[src/rtl/btn_debounce_select.sv]
`default_nettype none
// ============================================================================
//  Module   : btn_debounce_select
//  Brief    : Push-button synchroniser/debouncer with press/release pulses and
//             a sticky one-hot operation select (priority C > U > D > L > R).
//  Revision : 1.0 - initial release
// ============================================================================
module btn_debounce_select #(
  parameter int NUM_BTN         = 5,
  parameter int SYNC_STAGES     = 2,
  parameter int DEBOUNCE_CYCLES = 500000
) (
  input  logic               clk,
  input  logic               reset,
  input  logic [NUM_BTN-1:0] BTN_RAW,
  output logic [NUM_BTN-1:0] BTN_CLEAN,
  output logic [NUM_BTN-1:0] BTN_PRESS,
  output logic [NUM_BTN-1:0] BTN_RELEASE,
  output logic [NUM_BTN-1:0] SEL_ONEHOT,
  output logic               SEL_VALID
);

  localparam int c_CNT_W = (DEBOUNCE_CYCLES > 1) ? $clog2(DEBOUNCE_CYCLES) : 1;
  localparam logic [c_CNT_W-1:0] c_CNT_MAX = c_CNT_W'(DEBOUNCE_CYCLES - 1);

  typedef enum logic [1:0] {
    S_LOW  = 2'd0,
    W_HIGH = 2'd1,
    S_HIGH = 2'd2,
    W_LOW  = 2'd3
  } state_t;

  logic [NUM_BTN-1:0] w_clean;
  logic [NUM_BTN-1:0] w_press;
  logic [NUM_BTN-1:0] w_release;
  logic [NUM_BTN-1:0] w_sel_nxt;
  logic [NUM_BTN-1:0] r_sel;
  logic               r_valid;

  generate
    for (genvar gi = 0; gi < NUM_BTN; gi++) begin : g_btn
      logic [SYNC_STAGES-1:0] r_sync;
      logic                   w_s;
      state_t                 r_state;
      state_t                 w_state_nxt;
      logic [c_CNT_W-1:0]     r_cnt;
      logic [c_CNT_W-1:0]     w_cnt_nxt;
      logic                   r_press;
      logic                   r_release;
      logic                   w_press_nxt;
      logic                   w_release_nxt;

      always_ff @(posedge clk or posedge reset) begin
        if (reset) begin
          r_sync <= '0;
        end else begin
          r_sync <= {r_sync[SYNC_STAGES-2:0], BTN_RAW[gi]};
        end
      end

      assign w_s = r_sync[SYNC_STAGES-1];

      always_ff @(posedge clk or posedge reset) begin
        if (reset) begin
          r_state   <= S_LOW;
          r_cnt     <= '0;
          r_press   <= 1'b0;
          r_release <= 1'b0;
        end else begin
          r_state   <= w_state_nxt;
          r_cnt     <= w_cnt_nxt;
          r_press   <= w_press_nxt;
          r_release <= w_release_nxt;
        end
      end

      always_comb begin
        w_state_nxt   = r_state;
        w_cnt_nxt     = r_cnt;
        w_press_nxt   = 1'b0;
        w_release_nxt = 1'b0;
        case (r_state)
          S_LOW: begin
            if (w_s) begin
              w_state_nxt = W_HIGH;
              w_cnt_nxt   = '0;
            end
          end
          W_HIGH: begin
            if (!w_s) begin
              w_state_nxt = S_LOW;
              w_cnt_nxt   = '0;
            end else if (r_cnt == c_CNT_MAX) begin
              w_state_nxt = S_HIGH;
              w_cnt_nxt   = '0;
              w_press_nxt = 1'b1;
            end else begin
              w_cnt_nxt = r_cnt + 1'b1;
            end
          end
          S_HIGH: begin
            if (!w_s) begin
              w_state_nxt = W_LOW;
              w_cnt_nxt   = '0;
            end
          end
          W_LOW: begin
            if (w_s) begin
              w_state_nxt = S_HIGH;
              w_cnt_nxt   = '0;
            end else if (r_cnt == c_CNT_MAX) begin
              w_state_nxt   = S_LOW;
              w_cnt_nxt     = '0;
              w_release_nxt = 1'b1;
            end else begin
              w_cnt_nxt = r_cnt + 1'b1;
            end
          end
          default: begin
            w_state_nxt = S_LOW;
            w_cnt_nxt   = '0;
          end
        endcase
      end

      // Clean level is high while accepted-high, including while a fall is pending.
      assign w_clean[gi]   = (r_state == S_HIGH) || (r_state == W_LOW);
      assign w_press[gi]   = r_press;
      assign w_release[gi] = r_release;
    end
  endgenerate

  // Isolate the lowest set bit: index 0 (C) has the highest priority.
  assign w_sel_nxt = w_press & (~w_press + NUM_BTN'(1));

  always_ff @(posedge clk or posedge reset) begin
    if (reset) begin
      r_sel   <= '0;
      r_valid <= 1'b0;
    end else if (|w_press) begin
      r_sel   <= w_sel_nxt;
      r_valid <= 1'b1;
    end
  end

  assign BTN_CLEAN   = w_clean;
  assign BTN_PRESS   = w_press;
  assign BTN_RELEASE = w_release;
  assign SEL_ONEHOT  = r_sel;
  assign SEL_VALID   = r_valid;

endmodule
`default_nettype wire

[config.mk]
export PLATFORM = sky130hd
export DESIGN_NAME = btn_debounce_select
export DESIGN_NICKNAME = d
export VERILOG_FILES = /design/src/rtl/btn_debounce_select.sv
export SDC_FILE = /design/constraint.sdc
export NUM_CORES = 1
export LEC_CHECK = 0
export CAP_MARGIN = 20
export CORE_MARGIN = 2
export CORE_UTILIZATION = 40
export DETAILED_ROUTE_END_ITERATION = 8
export HOLD_SLACK_MARGIN = 0.06
export SYNTH_ARGS = -nofsm -noshare
export SYNTH_HDL_FRONTEND = slang
export SYNTH_SLANG_ARGS = --single-unit
[constraint.sdc]
create_clock -name clk -period 5.47 [get_ports clk]
set_clock_uncertainty 0.2 [all_clocks]
set_input_delay 0.8205 -clock clk [delete_from_list [all_inputs] [get_ports clk]]
set_output_delay 0.8205 -clock clk [all_outputs]
set_load 0.02 [all_outputs]
==> metrics.cfg, run 1 <==
[synth]
yosys.area.top_type = dfrtp_1
ys_seq_elements = 131
synthMuxAreaShare_pct = 3.03
synth_compound_area_share_pct = 14.2
syn_avg_cell_area_um2 = 9.34
synthXorXnorAreaFrac_pct = 2.85
syn_nets = 736
ys_warn_count = 0
synth-async-reset-ratio_pct = 100
synth_simple_gate_area_share_pct = 26.3
yosysTopAreaCellShare_pct = 48.5
ys_types = 56
synth_area_leaders = dfrtp_1 (48%), nand2_1 (4.8%), o21ai_0 (4.4%), nand3_1 (3.5%), a21o_1 (2.8%)
ys_seq_area_share_pct = 48.5
ys.flop_type = dfrtp_1
synthAdderAreaFrac_pct = 0.925
synth_edf_count = 0
synth_top_family_by_area = simple AND/OR/NAND/NOR gates
synthesis.area_um2 = 6760
syn_inst = 724

[min_path]
worstHoldStart = g_btn[1].r_sync[0]
hp-class = register to register
min_to = g_btn[1].r_sync[1]
hold_path_depth = 0

[clock_tree]
cts_buffers = 17
cts-root-buf = clkbuf_16
clock_path_buffers = 2
cts_tree = built
path_clk_slew_ns = 0.06
cts_resized = 0
postCtsHoldBufs = 0
postCtsSetupBuffers = 0
clock_latency_ns = 0.42
cts.sinks = 131
htreeDepth = 4

[global_route]
grt_max_degree = 62
track_usage_pct = 17.6
gr-total-overflow = 0
antenna_found_initial = 0
grt_pass1_wl_um = 25700
grt_pass1_vias = 5366

[timing]
max-slew-margin-rel_pct = 28.7
setup_slack_ns = 2.11
layout_min_cycle_time_ns = 3.36
tns_ns = 0
hold_viol_final = 0
min_period_over_period_pct = 61.5
rsz0062_at_grt = false
worst_pin_slew_ns = 1.06
fmax_mhz = 297
finalSetupViolCount = 0
slew_violations = 0

[power_and_ir_drop]
p_per_area_nw_per_um2 = 411
ir_drop_mv = 0.356
p_leak_nw = 3.27

[setup_path]
required_ns = 5.57
critPathCaptureType = register
ff2ff_setup_slack_ns = 2.11
r2r_cells = 7
timing.rr.start = g_btn[4].r_cnt[0]
worstPathMaxFanout = 14
cp_slowest_cell = o41ai_2
cpPeakStageDelay_ns = 0.99
critical_path_class = register to register
timing.rr.end = g_btn[4].r_cnt[18]
crit_chain = ha_1, nand3_1, or4_1, o41ai_2, buf_4, o21ai_0, mux2_2
critPathLaunchType = register
worst_ep_arrival_time_ns = 3.46

[placed_design]
io_buffer_count = 27
hpwl_um = 10200
pre_cts_slack_ns = 2.15
place_congestion = 0.872

[floorplan]
initial_core_util_pct = 40.9
core_area_um2 = 16500
boundaryPins = 28
dieArea_um2 = 18000
die_w_um = 134
rows = 47
die_h_um = 134

[cells_and_area]
syn_to_final_growth_pct = 15.1
antennaDiodeCount = 0
nets = 748
final_layout_size_suffix_gt1_share_pct = 7.89

[outcome]
status = finished, final reports clean

[route]
wl_per_cell_um = 15.5
drt_iter0_drc = 310
drc = 0
ant_nets = 0
viasPerCell = 5.70
drt-total-wl_um = 15000
dr_total_vias = 5516
firstDrtPassIters = 5

[run]
cap_viol_max_count = 0

power breakdown:
group | total (mW) | leakage, nW | internal (mW) | switching [mW]
sequential | 1.15 | 1.78 | 1.05 | 0.0988
combinational | 0.841 | 1.19 | 0.295 | 0.547
clock | 1.21 | 0.298 | 0.795 | 0.413
total | 3.20 | 3.27 | 2.14 | 1.06
routing by layer:
metal / vias to the layer above / global-route usage (%) / part of all wire (%)
li1: 2653 / - / -
met1: 2723 / 23.4 / 48
met2: 120 / 27.6 / 46
met3: 20 / 4.95 / 4.4
met4: 0 / 6.78 / 1.5
met5: - / 0 / 0
cells in the mapped netlist (15+ instances only):
cell type	n
nor2_1	40
xor2_1	15
clkbuf_1	27
nor3_1	16
nor4_1	20
nor3b_1	16
dfrtp_1	131
or3_1	15
a21oi_1	32
nand4_1	23
a21o_1	25
nand3_1	47
inv_1	20
o21ai_0	60
nand2_1	86
how the worst max path moves through the flow:
stage,cells past startpoint,to,start
6_report,7,g_btn[4].r_cnt[18],g_btn[4].r_cnt[0]
5_1_grt,7,g_btn[4].r_cnt[18],g_btn[4].r_cnt[0]
4_1_cts,7,g_btn[4].r_cnt[18],g_btn[4].r_cnt[0]
3_5_place_dp,7,g_btn[4].r_cnt[18],g_btn[4].r_cnt[0]
3_3_place_gp,7,g_btn[4].r_cnt[18],g_btn[4].r_cnt[0]
2_1_floorplan,1,SEL_ONEHOT[0],reset
sequential cells by signal, summed over array words and instances (netlist names), named ones only:
name	flops
g_btn.r_cnt	95
g_btn.r_sync	10
SEL_ONEHOT	5
g_btn.r_press	5
g_btn.r_release	5
g_btn.r_state	5
SEL_VALID	1
worst max-delay path: cells and delay by family, from the launching register on:
family | cells | cell delay, ns
compound gates | 2 | 1.09
buf+inv | 1 | 0.33
fa+ha+maj | 1 | 0.28
mux | 1 | 0.27
simple gates | 2 | 0.66
flops | 1 | 0.43
final cells by class:
cell class / count / area, µm²
clock buffer: 22 / 474
clock inverter: 9 / 153
fill: 1536 / 8740
inverter: 20 / 77.6
multi-input combinational: 532 / 3200
sequential: 131 / 3280
tap: 220 / 275
timing repair buffer: 34 / 323
through the flow:
stage	instance area, µm²	utilization, %	hold slack, ns	power, mW	instances
detailed placement	7150	43.2	0.142	1.99	936
global placement	7150	43.2	0.134	1.96	936
CTS	7770	47.0	0.154	3.22	967
global route	7780	47.1	0.160	3.39	968
floorplan	6760	-	0.131	1.78	724
finish	7780	47.1	0.148	3.20	968
kinds of logic (layout without fill, tap and decap cells):
| kind of cell | count (synthesis) | count (layout) |
|---|---|---|
| adders and majority gates | 5 | 5 |
| DFF | 131 | 131 |
| muxes | 19 | 19 |
| buffers and inverters | 61 | 85 |
| and+or+nand+nor | 330 | 330 |
| AOI/OAI and AO/OA | 156 | 156 |
| xor gates and xnor gates | 22 | 22 |
cell usage in the layout (no fill, tap or decap), types with 4 or more instances in the layout:
master	Yosys	routed
dfrtp_1	131	131
nand2_1	86	86
o21ai_0	60	60
nand3_1	47	47
nor2_1	40	40
a21oi_1	32	32
clkdlybuf4s50_1	0	27
a21o_1	25	25
nand4_1	23	23
nor4_1	20	20
inv_1	20	19
clkbuf_16	0	17
nor3b_1	16	16
nor3_1	16	16
xor2_1	15	15
or3_1	15	15
and4_1	14	14
and3_1	13	13
mux2i_1	10	10
and2_1	9	9
o21ai_1	9	9
mux2_2	8	8
xnor2_1	7	7
buf_4	12	7
or4_1	6	6
a31oi_1	6	6
or2_2	5	5
o2bb2ai_1	5	5
ha_1	5	5
o31ai_1	4	4
bufinv_16	0	4
Power figures use the tool's default switching activity.
==> run 2: changes to the inputs <==
Clock period 5.47 ns to 3.15 ns, I/O delays scaled along.
==> metrics.cfg, run 2 (same netlist as run 1, synthesis figures left out) <==
[outcome]
status = finished, final reports clean

[placed_design]
io_buffer_count = 27  ; unchanged
pre_cts_slack_ns = 0.405  ; -1.74 ns
hpwl_um = 10300  ; +1.3%
place_congestion = 0.915  ; +4.9%

[global_route]
gr-total-overflow = 0  ; unchanged
track_usage_pct = 17.8  ; +0.12 points
antenna_found_initial = 0  ; unchanged
grt_pass1_vias = 5349  ; -0.32%
grt_max_degree = 94  ; +52%
grt_pass1_wl_um = 25800  ; +0.64%

[cells_and_area]
nets = 753  ; +0.67%
syn_to_final_growth_pct = 15.0
final_common_cell = dfrtp_1
largest_register_ffs = 95  ; unchanged
regMostFlops = g_btn.r_cnt
antennaDiodeCount = 0  ; unchanged
mostFrequentLayoutCells = dfrtp_1 (131), nand2_1 (86), o21ai_0 (60)
final_layout_size_suffix_gt1_share_pct = 7.85  ; -0.042 points
largestRegisters = g_btn.r_cnt: 95 flops, g_btn.r_sync: 10 flops

[run]
cap_viol_max_count = 0  ; unchanged

[setup_path]
worst_ep_arrival_time_ns = 2.87  ; -0.59 ns
critPathLaunchType = register
required_ns = 3.26  ; -2.31 ns
critical_path_class = register to register
critPathCaptureType = register
worstPathMaxFanout = 17  ; +3

[timing]
layout_min_cycle_time_ns = 2.76  ; -0.602 ns
min_period_over_period_pct = 87.7  ; +26 points
max-slew-margin-rel_pct = 35.2  ; +6.5 points
rsz0062_at_grt = false
hold_viol_final = 0  ; unchanged
tns_ns = 0  ; unchanged
setup_slack_ns = 0.389  ; -1.72 ns
fmax_mhz = 362  ; +22%
slew_violations = 0  ; unchanged
worst_pin_slew_ns = 0.968  ; -0.0892 ns
finalSetupViolCount = 0  ; unchanged

[route]
drt-total-wl_um = 15000  ; -0.47%
wl_per_cell_um = 15.4  ; -0.88%
drc = 0  ; unchanged
viasPerCell = 5.63  ; -1.1%
dr_total_vias = 5476  ; -0.73%
ant_nets = 0  ; unchanged
firstDrtPassIters = 5  ; unchanged
drt_iter0_drc = 363  ; +17%

[clock_tree]
postCtsHoldBufs = 0  ; unchanged
path_clk_slew_ns = 0.05  ; about the same
cts-root-buf = clkbuf_16
htreeDepth = 4  ; unchanged
cts_resized = 0  ; unchanged
cts_tree = built
postCtsSetupBuffers = 0  ; unchanged
clock_path_buffers = 2  ; unchanged
cts.sinks = 131  ; unchanged
cts_buffers = 17  ; unchanged
clock_latency_ns = 0.42  ; about the same

[power_and_ir_drop]
p_per_area_nw_per_um2 = 696  ; +70%
ir_drop_mv = 0.414  ; +16%
p_leak_nw = 3.27  ; +0.11%

[floorplan]
boundaryPins = 28  ; unchanged
dieArea_um2 = 18000  ; unchanged
initial_core_util_pct = 40.9  ; unchanged
rows = 47  ; unchanged
die_w_um = 134  ; unchanged
die_h_um = 134  ; unchanged
core_area_um2 = 16500  ; unchanged

[min_path]
hp-class = register to register

==> run 2: cell count changes in the layout (fill, tap and decap cells not counted), sizes merged <==
cell      before  now
buf            7   12
bufinv         4    3
clkbuf        22   24
clkinv         2    3
clkinvlp       3    1
inv           20   19
==> run 2: routing by layer <==
layer	track usage [%]	share of wire [%]	wire [µm]	vias to the layer above
met4	6.67	1.8	274	0
met2	27.7	47	7110	111
met3	4.38	4.2	630	27
met5	0	0	0	-
met1	24.1	46	6960	2674
li1	-	-	-	2664
==> run 2: through the flow <==
stage	hold WS [ns]	power, mW	cells	utilization, %	area (µm²)
finish	0.146	5.41	972	47.0	7770
global route	0.157	5.74	972	47.0	7770
CTS	0.149	5.47	972	47.0	7770
detailed placement	0.137	3.50	942	43.6	7210
global placement	0.132	3.45	942	43.6	7210
floorplan	0.131	3.09	724	-	6770
==> run 2: final cells by class <==
type / instances / area [µm²]
Fill cell: 1547 / 8750
Sequential cell: 131 / 3280
Multi-Input combinational cell: 532 / 3200
Clock buffer: 24 / 462
Timing Repair Buffer: 39 / 373
Tap cell: 220 / 275
Clock inverter: 6 / 105
Inverter: 20 / 78.8
==> run 2: final timing paths <==
path                               startpoint            endpoint  slack [ns]  cells after the start
min in group asynchronous               reset  g_btn[3].r_cnt[11]        0.35                      3
max reg2reg                 g_btn[3].r_cnt[7]            register        0.39                      6
min reg2reg                g_btn[0].r_sync[0]  g_btn[0].r_sync[1]        0.15                      0
max in group asynchronous               reset   g_btn[0].r_cnt[0]        1.99                      3
min                        g_btn[0].r_sync[0]  g_btn[0].r_sync[1]        0.15                      0
max                         g_btn[3].r_cnt[7]            register        0.39                      6
==> run 2: worst max-delay path, stage by stage, from the launching register on <==
cell and delay, ns:
dfrtp_1 0.43, or4b_1 0.55, or4_4 0.57, o41ai_4 0.23
buf_4 0.27, nand2_1 0.09, mux2_4 0.30
==> run 2: where the power goes <==
group | leakage [nW] | switching (mW) | internal, mW
Sequential | 1.78 | 0.171 | 1.82
Clock | 0.278 | 0.679 | 1.25
Combinational | 1.22 | 0.939 | 0.553
==> run 3: changes to the inputs <==
Settings changed: SETUP_SLACK_MARGIN set to 0.5.
==> metrics.cfg, run 3 (same netlist as run 1, synthesis figures left out) <==
[setup_path]
worstPathMaxFanout = 6  ; -11
critical_path_class = register to register
cpPeakStageDelay_ns = 0.56  ; about the same
critPathCaptureType = register
worst_ep_arrival_time_ns = 2.75  ; -0.12 ns
crit_chain = or4b_4, or4_4, o41ai_4, buf_6, nand2_1, mux2_4
required_ns = 3.26  ; about the same
critPathLaunchType = register
cp_slowest_cell = or4_4

[clock_tree]
path_clk_slew_ns = 0.06  ; about the same
cts.sinks = 131  ; unchanged
cts_tree = built
postCtsHoldBufs = 0  ; unchanged
clock_path_buffers = 2  ; unchanged
htreeDepth = 4  ; unchanged
cts_buffers = 17  ; unchanged
clock_latency_ns = 0.42  ; about the same
cts-root-buf = clkbuf_16

[route]
viasPerCell = 5.64  ; +0.16%
ant_nets = 0  ; unchanged
firstDrtPassIters = 5  ; unchanged
dr_total_vias = 5564  ; +1.6%
wl_per_cell_um = 15.5  ; +0.56%
drc = 0  ; unchanged
drt-total-wl_um = 15300  ; +2.0%
drt_iter0_drc = 338  ; -6.9%

[placed_design]
place_congestion = 0.915  ; unchanged
dp.cells = 942  ; unchanged
placed_area_um2 = 7210  ; unchanged
hpwl_um = 10300  ; unchanged
io_buffer_count = 27  ; unchanged

[global_route]
grt_pass1_vias = 5458  ; +2.0%
track_usage_pct = 17.9  ; +0.14 points
gr-total-overflow = 0  ; unchanged
grt_pass1_wl_um = 26000  ; +0.83%
antenna_found_initial = 0  ; unchanged
grt_max_degree = 94  ; unchanged

[min_path]
hp-class = register to register

[cells_and_area]
final_common_cell = dfrtp_1
seqCellArea_um2 = 3280  ; about the same
antennaDiodeCount = 0  ; unchanged
largest_register_ffs = 95  ; unchanged
multiInputGateArea_um2 = 3250  ; +1.5%
regMostFlops = g_btn.r_cnt
final_layout_size_suffix_gt1_share_pct = 11.1  ; +3.3 points
syn_to_final_growth_pct = 17.6
layoutNonFillerInstCount = 986  ; +1.4%
n_fill_cell = 1532  ; -0.97%
largestRegisters = g_btn.r_cnt: 95 flops, g_btn.r_sync: 10 flops
mostFrequentLayoutCells = dfrtp_1 (129), nand2_1 (86), o21ai_0 (60)
nets = 767  ; +1.9%
final_cell_area_um2 = 7950  ; +2.3%

[floorplan]
rows = 47  ; unchanged
core_area_um2 = 16500  ; unchanged
boundaryPins = 28  ; unchanged
die_h_um = 134  ; unchanged
initial_core_util_pct = 40.9  ; unchanged
die_w_um = 134  ; unchanged
dieArea_um2 = 18000  ; unchanged

[power_and_ir_drop]
ir_drop_mv = 0.455  ; +10%
p_per_area_nw_per_um2 = 706  ; +1.5%
p_leak_nw = 3.36  ; +2.8%

[run]
cap_viol_max_count = 0  ; unchanged

[timing]
min_period_over_period_pct = 83.8  ; -3.8 points
hold_viol_final = 0  ; unchanged
slew_violations = 0  ; unchanged
rsz0062_at_grt = true
worst_pin_slew_ns = 0.968  ; -0.000314 ns
fmax_mhz = 379  ; +4.6%
finalSetupViolCount = 0  ; unchanged
layout_min_cycle_time_ns = 2.64  ; -0.121 ns
tns_ns = 0  ; unchanged
max-slew-margin-rel_pct = 35.2  ; about the same

[outcome]
status = finished, final reports clean

-- run 3: report_power, final --
part / total [mW] / switching, mW / internal [mW]
clock: 1.93 / 0.681 / 1.25
sequential: 1.99 / 0.170 / 1.82
combinational: 1.69 / 0.998 / 0.697
total: 5.62 / 1.85 / 3.77
-- run 3: layer usage --
metal / part of all wire [%] / GRT usage (%)
met1: 46 / 23.9
met4: 2.0 / 6.67
met3: 4.1 / 4.38
met2: 48 / 28.4
met5: 0 / 0
-- run 3: cell type report --
class,instances,area share (%)
well taps,220,3.46
repair buffers,53,6.31
clock inverters,6,1.32
flip-flops and latches,131,41.3
inverters,20,0.991
multi-input cells,532,40.8
clock buffers,24,5.81
-- run 3: repair_timing --
item / in CTS / in global routing
gates resized for setup: 2 / 14
pin swaps: 0 / 6
setup endpoints to repair: 5 / 21
gates cloned: 0 / 1
setup buffers: 8 / 5
-- run 3: worst paths after layout --
check / from / endpoint / slack [ns] / depth (start not counted)
max: g_btn[3].r_cnt[9] / register / 0.51 / 6
min: g_btn[0].r_sync[0] / g_btn[0].r_sync[1] / 0.15 / 0
max reg2reg: g_btn[3].r_cnt[9] / register / 0.51 / 6
min reg2reg: g_btn[0].r_sync[0] / g_btn[0].r_sync[1] / 0.15 / 0
max in group asynchronous: reset / g_btn[0].r_cnt[3] / 1.97 / 3
min in group asynchronous: reset / g_btn[3].r_cnt[12] / 0.35 / 3
-- run 3: worst max-delay path: cells and delay by family (launching register included) --
kind            cells  cell delay [ns]
simple gates        3             1.16
flops               1             0.42
mux                 1             0.30
compound gates      1             0.27
buf+inv             1             0.18
-- run 3: through the flow --
step                      utilization, %  power, mW  hold WS (ns)  setup WS (ns)
after global routing                48.1       5.95         0.157          0.449
after CTS                           47.5       5.56         0.149          0.517
after global placement              43.6       3.45         0.132          0.427
after floorplan                        -       3.09         0.131          0.518
final                               48.1       5.62         0.146          0.509
after detailed placement            43.6       3.50         0.137          0.405
==> RTL change 1: new RTL, config.mk and constraints of run 1 <==
The parameter `NUM_BTN` goes from 5 to 6.
--- a/src/rtl/btn_debounce_select.sv
+++ b/src/rtl/btn_debounce_select.sv
@@ -8,3 +8,3 @@
 module btn_debounce_select #(
-  parameter int NUM_BTN         = 5,
+  parameter int NUM_BTN         = 6,
   parameter int SYNC_STAGES     = 2,
Ports: changed (5 resized); port bits go from 28 to 33. The function was not compared with the original's and may differ.
==> RTL change 1 against run 1 <==
  * Via count rose by 16%
  * Sequential cell count grew 26
  * Design area increased by 17%
  * Global-route usage fell by 1.1 points
  * Fmax is 27% higher
  * Area after synthesis rose by 18%
  * Total power increased by 12%
  * Routed wire length up 14%
  * Setup slack better by 0.72 ns
==> RTL change 1: results (changes against run 1) <==
| Metric | Value |
|---|---|
| Run status | finished clean |
| GR met3 Demand/Resource | 0.0434 (-0.00611) |
| Top cells by area, synth | dfrtp_1 (49%), nand2_1 (4.9%), nand3_1 (4.3%) |
| HPWL after DPL | 11.2 mm (+9.7%) |
| Global-route wire length before repair | 29.0 mm (+13%) |
| Syn_nets | 882 (+20%) |
| Global Route Usage Sum | 0.166 (-0.0107) |
| Initial DRC count | 280 (-9.7%) |
| CP Data Arrival Time | 2.76 ns (-0.70 ns) |
| Wire length on met3 | 769 µm (+17%) |
| Synth Area in XOR/XNOR | 0.0164 (-0.0120) |
| Post-Route WL | 17.2 mm (+14%) |
| Met2 GRT Util | 0.249 (-0.0272) |
| Slowest stage delay, CP | 0.55 ns (-0.44 ns) |
| Layout cells sized above 1 | 0.0668 (-0.0121) |
| CTS Buffer Depth | 2 (unchanged) |
| Placed cells | 1113 (+19%) |
| Slowest stage cell, crit path | nor4_1 |
| Top delay family on crit path | simple AND/OR/NAND/NOR gates |
| Cell chosen for the clock root | clkbuf_16 |
| Met2 routed WL | 7.69 mm (+12%) |
| Port Buf Inserts | 32 (+19%) |
| Met1 usage | 0.235 (+0.00135) |
| List of most frequent post-synthesis cells | dfrtp_1 (157), nand2_1 (105), nand3_1 (68) |
| Final GP Congestion | 0.774 (-11%) |
| Mapped Cells | 868 (+20%) |
| Sequential area share after synthesis | 0.492 (+0.00711) |
| Largest regs | g_btn.r_cnt x114, g_btn.r_sync x12 |
| Static Leak | 3.67 nW (+12%) |
| Multiplexer share of the synthesized area | 0.0224 (-0.00794) |
| Wirelength per Cell | 15.0 µm (-3.6%) |
| Pre-CTS setup slack | 2.76 ns (+0.608 ns) |
| Peak VDD IR | 0.000217 V (-39%) |
| Actual slew at the worst max-slew pin | 1.04 ns (-0.0157 ns) |
| Post-synth top area share | 0.492 (+0.00711) |
| Cell Area, Placed | 8420 µm² (+18%) |
| Synth Area in Compound Gates | 0.170 (+0.0278) |
| Yosys cell types | 53 (-5.4%) |
| Synth Area in Adders | 0.00940 (+0.000148) |
| Pin count of the biggest net entering global routing | 114 (+84%) |
| Worst-path fanout max | 15 (+1) |
| WL met1 | 8.55 mm (+18%) |
| DR vias/cell | 5.56 (-2.5%) |
| Vias in the first global route | 5866 (+9.3%) |
[RTL change 1: cell types whose count changed in the layout (fill, tap and decap cells not counted), moves of 13 or more]
| cell | delta |
|---|---|
| a21o_1 | -16 |
| nand2_1 | +19 |
| nand3_1 | +21 |
| dfrtp_1 | +26 |
| a22o_1 | +17 |
| a21oi_1 | +13 |
| a31oi_1 | +41 |
[RTL change 1: path summary, 6_finish.rpt]
| kind | from | to | slack, ns | cells past startpoint |
|---|---|---|---|---|
| setup / recovery | g_btn[2].r_cnt[0]$_DFFE_PP0P_ | g_btn[2].r_cnt[18]$_DFFE_PP0P_ | 2.82 | 7 |
| hold / removal | g_btn[1].r_sync[0]$_DFF_PP0_ | g_btn[1].r_sync[1]$_DFF_PP0_ | 0.15 | 0 |
| setup reg to reg | g_btn[2].r_cnt[0]$_DFFE_PP0P_ | g_btn[2].r_cnt[18]$_DFFE_PP0P_ | 2.82 | 7 |
| hold reg to reg | g_btn[1].r_sync[0]$_DFF_PP0_ | g_btn[1].r_sync[1]$_DFF_PP0_ | 0.15 | 0 |
| max in group asynchronous | reset | g_btn[3].r_cnt[8]$_DFFE_PP0P_ | 3.49 | 4 |
| min in group asynchronous | reset | g_btn[0].r_cnt[1]$_DFFE_PP0P_ | 0.47 | 2 |
[RTL change 1: final cells by class]
| type | instances | area (µm²) |
|---|---|---|
| fill | 1890 | 10500 |
| sequential | 157 | 3930 |
| multi-input combinational | 633 | 3720 |
| clock buffer | 19 | 433 |
| timing repair buffer | 40 | 402 |
| tap | 265 | 332 |
| clock inverter | 13 | 173 |
| inverter | 21 | 83.8 |
[RTL change 1: power breakdown]
part	switching [mW]	internal, mW	total, mW
Sequential	0.126	1.26	1.39
Combinational	0.637	0.347	0.984
Clock	0.463	0.758	1.22
Total	1.23	2.37	3.59
==> RTL change 2: new RTL, flow settings as in run 1 <==
Made on the original files. Put a register stage on the outputs `BTN_CLEAN`, `BTN_PRESS` and `BTN_RELEASE`, cleared by the reset. The values now appear one clock later. The other outputs are not delayed to match.
--- a/src/rtl/btn_debounce_select.sv
+++ b/src/rtl/btn_debounce_select.sv
@@ -145,5 +145,13 @@
 
-  assign BTN_CLEAN   = w_clean;
-  assign BTN_PRESS   = w_press;
-  assign BTN_RELEASE = w_release;
+  always_ff @(posedge clk or posedge reset) begin
+    if (reset) begin
+      BTN_CLEAN   <= '0;
+      BTN_PRESS   <= '0;
+      BTN_RELEASE <= '0;
+    end else begin
+      BTN_CLEAN   <= w_clean;
+      BTN_PRESS   <= w_press;
+      BTN_RELEASE <= w_release;
+    end
+  end
   assign SEL_ONEHOT  = r_sel;
Formal check against the unedited RTL: no difference found for any inputs over 4 cycles, from zero or initial values and one cycle with reset high; that may be too few to reach the edited logic, so the function may still have changed.
==> RTL change 2 against run 1 <==
  * Sequential cell count is 15 higher
  * Design area is 3.4% higher
  * Via count is 1.4% higher
  * Clock power is 7% lower
  * Fmax is 31% higher
  * Total power is 2.0% higher
  * Largest power group is now registers
  * Routed wire length is 2.2% higher
  * Largest cell class unchanged
  * Critical endpoint is now g_btn[1].r_cnt[14]$_DFFE_PP0P_
  * Area after synthesis is 3.6% higher
  * Setup slack better by 0.80 ns
==> RTL change 2: results (changes against run 1) <==
| Metric | Value |
|---|---|
| Run status | finished clean |
| Pin count of the biggest net entering global routing | 85 (+37%) |
| Cell Area, Placed | 7450 µm² (+4.3%) |
| Peak VDD IR | 0.000250 V (-30%) |
| Yosys cell types | 53 (-5.4%) |
| Via count | 5595 (+1.4%) |
| Synth Area in Compound Gates | 0.160 (+0.0181) |
| List of most frequent post-synthesis cells | dfrtp_1 (146), nand2_1 (84), o21ai_0 (54) |
| Syn_nets | 743 (+0.95%) |
| TritonRoute pass-1 iters | 5 (unchanged) |
| Static Leak | 3.34 nW (+2.3%) |
| Synth Area in XOR/XNOR | 0.0238 (-0.00473) |
| Sequential area share after synthesis | 0.522 (+0.0369) |
| Worst-path fanout max | 13 (-1) |
| Hold WC Path Type | reg -> reg |
| Mapped Cells | 731 (+0.97%) |
| Tmin final | 2.56 ns (-0.803 ns) |
| Wire length on met3 | 614 µm (-6.4%) |
| Clock transition at path regs | 0.06 ns (about the same) |
| Hold Slack | 0.148 ns (+0.000164 ns) |
| Hold_sp | g_btn[2].r_sync[0]$_DFF_PP0_ |
| Placed cells | 958 (+2.4%) |
| Pre-CTS setup slack | 2.86 ns (+0.712 ns) |
| CP Data Arrival Time | 2.66 ns (-0.80 ns) |
| Slowest stage cell, crit path | o21ai_1 |
| Reg2reg start | g_btn[1].r_cnt[0]$_DFFE_PP0P_ |
| Filler cells | 1652 (+7.6%) |
| Post-Route WL | 15.4 mm (+2.2%) |
| Layout cells sized above 1 | 0.0731 (-0.00577) |
| Met2 routed WL | 7.19 mm (+4.4%) |
| Pwr Density | 405 nW/µm² (-1.3%) |
| Worst rel slew slack | 0.397 (+0.109) |
| N_diodes | 0 (unchanged) |
| Multiplexer share of the synthesized area | 0.0109 (-0.0194) |
| Met1 usage | 0.249 (+0.0149) |
| Worst Setup EP | g_btn[1].r_cnt[14]$_DFFE_PP0P_ |
| Global Route Usage Sum | 0.177 (+0.000298) |
| Worst r2r dst | g_btn[1].r_cnt[14]$_DFFE_PP0P_ |
| Vias in the first global route | 5351 (-0.28%) |
| Non-Filler Instances | 991 (+2.4%) |
| Global-route wire length before repair | 26.2 mm (+1.9%) |
| HPWL after DPL | 10.3 mm (+0.69%) |
| Initial DRC count | 427 (+38%) |
| Slowest stage delay, CP | 0.67 ns (-0.32 ns) |
| Row count | 48 (+2.1%) |
| WL met1 | 7.45 mm (+2.6%) |
| GR met3 Demand/Resource | 0.0440 (-0.00551) |
| Synth Area in Adders | 0.00893 (-0.000319) |
| Met2 GRT Util | 0.274 (-0.00219) |
==> RTL change 2: cell types whose count changed in the layout (fill, tap and decap cells not counted), moves of 8 or more <==
cell	run 1	this run
a31oi_1	6	31
dfrtp_1	131	146
a21oi_1	32	45
nor4_1	20	9
a21o_1	25	16
inv_1	19	28
a22o_1	2	10
mux2i_1	10	2
==> RTL change 2: report_power, final <==
part | switching, mW | internal [mW] | leakage (nW)
sequential | 0.116 | 1.18 | 1.98
clock | 0.448 | 0.683 | 0.260
combinational | 0.550 | 0.281 | 1.11
==> RTL change 2: final cells by class <==
type                    count  area share
multi-input cells         526       0.385
flip-flops and latches    146       0.454
repair buffers             33      0.0397
inverters                  29      0.0142
well taps                 225      0.0350
clock inverters            12      0.0168
clock buffers              20      0.0555
==> RTL change 2: worst register-to-register path, cell delays in order, from the launching register on <==
cell and delay (ns):
dfrtp_1 0.41, ha_1 0.23, and4_1 0.31, nand4_1 0.17
o21ai_1 0.67, o22ai_1 0.17, mux2_2 0.30
